**src/rtl/boundary_monitor_mr.sv**
```systemverilog
// boundary_monitor_mr
// Watches CPU and DMA write traffic against a set of protected address
// regions. Any hit forces a device reset request that is held for at least
// HOLD_CYCLES cycles and released only once the CPU sits at the reset
// handler. The first offending region and its source are captured sticky,
// together with a saturating count of violation events.
module boundary_monitor_mr #(
   parameter int unsigned       ADDR_W        = 16,
   parameter int unsigned       NUM_REGIONS   = 4,
   parameter logic [ADDR_W-1:0] TCB_BASE      = 16'hA000,
   parameter logic [ADDR_W-1:0] TCB_SIZE      = 16'h4000,
   parameter logic [ADDR_W-1:0] RESET_HANDLER = 16'h0000,
   parameter int unsigned       HOLD_CYCLES   = 4,
   localparam int unsigned      IDX_W         = (NUM_REGIONS > 1) ? $clog2(NUM_REGIONS) : 1
) (
   input  logic                          clk,
   input  logic                          rst,
   input  logic [ADDR_W-1:0]             pc,
   input  logic [ADDR_W-1:0]             data_addr,
   input  logic                          data_en,
   input  logic [ADDR_W-1:0]             dma_addr,
   input  logic                          dma_en,
   input  logic [NUM_REGIONS*ADDR_W-1:0] region_min,
   input  logic [NUM_REGIONS*ADDR_W-1:0] region_max,
   input  logic [NUM_REGIONS-1:0]        region_en,
   input  logic [NUM_REGIONS-1:0]        region_tcb_exempt,
   input  logic                          violation_clr,
   output logic                          reset,
   output logic                          violation_valid,
   output logic [IDX_W-1:0]              violation_region,
   output logic [1:0]                    violation_src,
   output logic [7:0]                    violation_count
);

   localparam int unsigned HOLD_W = (HOLD_CYCLES > 1) ? $clog2(HOLD_CYCLES) : 1;
   localparam logic [HOLD_W-1:0] HOLD_RELOAD = HOLD_W'(HOLD_CYCLES - 1);

   // TCB window bounds, one extra bit so the end address cannot wrap
   localparam logic [ADDR_W:0] TCB_LO = {1'b0, TCB_BASE};
   localparam logic [ADDR_W:0] TCB_HI = {1'b0, TCB_BASE} + {1'b0, TCB_SIZE};

   typedef enum logic {
      ST_RUN,
      ST_KILL
   } state_e;

   state_e                 state_q;
   logic [HOLD_W-1:0]      hold_q;
   logic                   reset_q;
   logic                   valid_q;
   logic [IDX_W-1:0]       region_q;
   logic [1:0]             src_q;
   logic [7:0]             count_q;

   logic                   inside_tcb;
   logic [NUM_REGIONS-1:0] cpu_hit;
   logic [NUM_REGIONS-1:0] dma_hit;
   logic                   viol;
   logic [IDX_W-1:0]       first_idx;
   logic [1:0]             first_src;
   logic                   first_found;

   assign inside_tcb = ({1'b0, pc} >= TCB_LO) && ({1'b0, pc} < TCB_HI);

   // Per-region hit detection; inverted bounds naturally never match
   always_comb begin
      cpu_hit = '0;
      dma_hit = '0;
      for (int unsigned i = 0; i < NUM_REGIONS; i++) begin
         cpu_hit[i] = data_en && region_en[i]
                      && (data_addr >= region_min[i*ADDR_W +: ADDR_W])
                      && (data_addr <= region_max[i*ADDR_W +: ADDR_W])
                      && !(region_tcb_exempt[i] && inside_tcb);
         dma_hit[i] = dma_en && region_en[i]
                      && (dma_addr >= region_min[i*ADDR_W +: ADDR_W])
                      && (dma_addr <= region_max[i*ADDR_W +: ADDR_W]);
      end
   end

   assign viol = |{cpu_hit, dma_hit};

   // Lowest-index hitting region and which masters hit it
   always_comb begin
      first_idx   = '0;
      first_src   = '0;
      first_found = 1'b0;
      for (int unsigned i = 0; i < NUM_REGIONS; i++) begin
         if (!first_found && (cpu_hit[i] || dma_hit[i])) begin
            first_idx   = IDX_W'(i);
            first_src   = {dma_hit[i], cpu_hit[i]};
            first_found = 1'b1;
         end
      end
   end

   // RUN/KILL controller with registered reset request and violation record
   always_ff @(posedge clk or posedge rst) begin
      if (rst) begin
         state_q  <= ST_KILL;
         hold_q   <= '0;
         reset_q  <= 1'b1;
         valid_q  <= 1'b0;
         region_q <= '0;
         src_q    <= '0;
         count_q  <= '0;
      end else begin
         case (state_q)
            ST_RUN: begin
               if (viol) begin
                  state_q <= ST_KILL;
                  reset_q <= 1'b1;
                  hold_q  <= HOLD_RELOAD;
                  if (count_q != '1) begin
                     count_q <= count_q + 8'd1;
                  end
                  if (!valid_q) begin
                     valid_q  <= 1'b1;
                     region_q <= first_idx;
                     src_q    <= first_src;
                  end
               end else if (violation_clr && inside_tcb) begin
                  valid_q  <= 1'b0;
                  region_q <= '0;
                  src_q    <= '0;
                  count_q  <= '0;
               end
            end
            ST_KILL: begin
               reset_q <= 1'b1;
               if (viol) begin
                  hold_q <= HOLD_RELOAD;
               end else if (hold_q != '0) begin
                  hold_q <= hold_q - 1'b1;
               end else if (pc == RESET_HANDLER) begin
                  state_q <= ST_RUN;
                  reset_q <= 1'b0;
               end
            end
         endcase
      end
   end

   assign reset            = reset_q;
   assign violation_valid  = valid_q;
   assign violation_region = region_q;
   assign violation_src    = src_q;
   assign violation_count  = count_q;

endmodule

```
**config.mk**
```make
export PLATFORM = sky130hd
export DESIGN_NAME = boundary_monitor_mr
export DESIGN_NICKNAME = d
export VERILOG_FILES = /design/src/rtl/boundary_monitor_mr.sv
export SDC_FILE = /design/constraint.sdc
export NUM_CORES = 1
export LEC_CHECK = 0
export CAP_MARGIN = 10
export CORE_MARGIN = 4
export CORE_UTILIZATION = 54
export CTS_CLUSTER_SIZE = 28
export DETAILED_ROUTE_END_ITERATION = 8
export PLACE_DENSITY = 0.85
export SLEW_MARGIN = 10
export SYNTH_ARGS = -nofsm -noshare
export SYNTH_HDL_FRONTEND = slang
export SYNTH_SLANG_ARGS = --single-unit
```
**constraint.sdc**
```tcl
create_clock -name clk -period 4.66 [get_ports clk]
set_clock_uncertainty 0.15 [all_clocks]
set_input_delay 1.398 -clock clk [delete_from_list [all_inputs] [get_ports clk]]
set_output_delay 1.398 -clock clk [all_outputs]
set_load 0.05 [all_outputs]
```
==> results of run 1 <==
[cell type report]
class | instances | area share, %
inverters | 145 | 5.47
well taps | 172 | 2.16
multi-input cells | 729 | 60.8
repair buffers | 278 | 26.5
flip-flops and latches | 17 | 4.30
clock buffers | 4 | 0.792
[layout by cell type, fill, tap and decap left out, types with 6 or more instances in the layout]
cell	count
a21o_1	18
a211oi_1	8
nor2b_1	9
nor3_1	12
nand2b_1	8
a21boi_0	7
nand3_1	25
o21ai_0	27
a221oi_1	8
nand2_1	71
a21oi_1	93
inv_1	145
nor2_1	28
dfrtp_1	15
o21a_1	6
buf_4	73
nand4_1	43
clkdlybuf4s50_1	199
ha_1	258
o211ai_1	13
[power by group through the flow]
stage / sequential (µW) / combinational, µW / clock, µW
after detailed placement: 241 / 1130 / 0
after global placement: 241 / 1100 / 0
final: 242 / 1160 / 176
after CTS: 241 / 1140 / 175
after global routing: 247 / 1270 / 182
after floorplan: 366 / 487 / 0
[metrics by stage]
step,worst slack (ns),cells,hold WS [ns],instance area (µm²),util (%)
4_1_cts,0.0377,1344,0.358,9930,78.4
5_1_grt,-0.0612,1345,0.373,9960,78.6
3_3_place_gp,-0.103,1340,0.344,9850,77.7
6_report,0.0819,1345,0.361,9960,78.6
2_1_floorplan,0.614,894,0.327,7020,-
3_5_place_dp,-0.241,1340,0.346,9850,77.7
[worst reg2reg max path, cell delays in order (launching register included)]
cell and delay, ns:
dfrtp_1 0.45, nand2_1 0.20, nor4_2 0.77, mux2i_2 0.23, a221oi_1 0.35
[what timing repair did]
action	4_1_cts	5_1_grt
setup endpoints to repair	2	9
pin swaps	0	1
buffers inserted	0	1
resized for setup	2	8
endpoints found under the hold margin	0	0
[how the worst max path moves through the flow]
stage / to / slack, ns / startpoint
6_report: violation_count[3] / 0.08 / data_addr[15]
5_1_grt: violation_count[3] / -0.06 / data_addr[7]
4_1_cts: violation_count[4] / 0.04 / data_addr[1]
3_5_place_dp: violation_count[4] / -0.24 / dma_addr[14]
3_3_place_gp: violation_count[4] / -0.10 / dma_addr[14]
2_1_floorplan: violation_count[4] / 0.61 / data_addr[0]
[kinds of logic (layout without fill, tap and decap cells)]
group	after synthesis	after routing	share of synthesized area [%]
buffers and inverters	148	427	7.93
XOR/XNOR	2	2	0.249
multiplexers	4	4	0.588
AND/OR/NAND/NOR	234	234	17.8
AO/OA/AOI/OAI	231	231	21.4
adder cells (fa/ha/maj)	258	258	46.0
flip-flops	17	17	6.09
[routing by layer]
layer / routed length (µm) / share of wire, % / up-vias / global-route usage (%)
li1: - / - / 3911 / -
met1: 10800 / 42 / 3600 / 44.7
met2: 11000 / 43 / 449 / 54.4
met3: 2580 / 10 / 95 / 5.43
met4: 1210 / 4.7 / 0 / 12.2
met5: 0 / 0 / - / 0
[sequential cells by signal (all words and copies together) (netlist names)]
register and cells:
reset 1, violation_valid 1, violation_count 8, violation_region 2
hold_q 2, state_q 1, violation_src 2
==> results.yml, run 1 <==
worst_setup_path:
  critPathMaxStageDelay_ns: 0.55
  end_kind: "flip-flop"
  rrSetupSlack_ns: 2.39
  cp_max_fo: 13
  timing.rr.start: "violation_count[4]"
  cp.depth: 12
  cp_num_buf_inv: 3
  crit_slowest_cell: "clkdlybuf4s50_1"
  critPathArrivalTime_ns: 4.53
  start_kind: "input pin"
  critPathKind: "input pin to flip-flop"
  cp_top_family: "compound AO/OA/AOI/OAI gates"
  path_cells: "clkdlybuf4s50_1, buf_4, ha_1, nand4_1, a2111o_1, a21o_1, a32oi_4, nand3_4, nor3_4, buf_12, mux2i_2, a221oi_1"
  reg2reg_depth: 4
  r2r_end: "violation_count[3]"
  cp_data_required_time_ns: 4.62
sta:
  tns_ns: 0
  final_hold_viol_count: 0
  finalMaxSlewViolations: 0
  worst_pin_slew_ns: 0.823
  slew_headroom_pct: 44.7
  setup-violations-final: 0
  rsz0062_at_grt: "yes"
  fin_crit_ns: 4.58
  fin_crit_sh_pct: 98.2
  fmax_mhz: 218
power:
  pwr-share-clk_pct: 11.1
  power.internal_uw: 850
  power.leakage_uw: 0.00512
  powerDensity_nw_per_um2: 159
  switching_share_pct: 46.2
  switchingPower_uw: 730
  finalPower_uw: 1580
  power_frac_seq_pct: 15.3
  vdd_ir_drop_max_mv: 0.197
  comb_power_share_pct: 73.5
synth:
  yosysWarnings: 0
  synthMostInstantiatedCell: "ha_1"
  synth_seq_area_share_pct: 6.09
  synth_edf_count: 0
  synth_common_cells: "258 x ha_1, 145 x inv_1, 93 x a21oi_1, 71 x nand2_1, 43 x nand4_1"
  synth_area_leader_cell: "ha_1"
  avgSynthCellArea_um2: 7.86
  syn_area_um2: 7020
  syn_inst: 894
  synth_top_area_share_pct: 46.0
  synthTopCellsByArea: "ha_1 46%, inv_1 7.7%, a21oi_1 6.6%"
  ys.flop_type: "dfrtp_1"
  synthArstFlopShare_pct: 100
  ys_ff_latch: 17
  yosysUniqueCellTypes: 64
  syn_nets: 1341
finish:
  multi_input_area_um2: 6060
  final_nets: 1621
  final_layout_size_suffix_gt1_share_pct: 8.18
  antenna_cells: 0
  fill_cells: 932
  syn2layout_area_growth_pct: 41.8
  seqCellArea_um2: 428
worst_hold_path:
  whs_path_depth: 1
  hold_start: "violation_region[0]"
  holdPathEnd: "violation_region[0]"
  hold_path.class: "flip-flop to flip-flop"
floorplanning:
  die_y_um: 122
  start_util_pct: 55.4
  die_area_um2: 14900
  die_w_um: 122
  core_um2: 12700
  io_pins: 203
  num_rows: 41
grt:
  grt_pass1_vias: 7891
  grt_antenna_before_repair: 0
  grt-ovfl-total: 0
  grt_max_degree: 18
  grt_pass1_wl_mm: 39.7
  grt_usage_pct: 33.5
placement:
  gp_congestion: 1.02
  hpwl_mm: 22.3
  port_buffers: 202
run:
  maxCapViolations: 0
detailed_routing:
  drc: 0
  avgRoutedWirePerCell_um: 19.0
  drt_pass1_iterations: 6
  ant_nets: 0
  drt_wl_total_mm: 25.6
  drtIter0Drc: 770
  num_vias: 8055
  viasPerCell: 5.99
clock_network:
  cts.clk_slew.worst_paths_ns: 0.05
  cts_hold_buf: 0
  clock_sinks: 17
  ctsHtreeMaxLevel: 1
  cts_tree: "built"
  cts-root-buf: "clkbuf_16"
  clockBufferDepth: 2
  cts_made_buffers: 3
  clock_latency_ns: 0.25
outcome:
  status: "complete, no violations"
Power figures use the tool's default switching activity.
==> run 2, diff against run 1 <==
Settings changed: CTS_CLUSTER_DIAMETER set to 120.
==> results of run 2 <==
The final DEF is identical to that of run 1; final timing and power are the same.
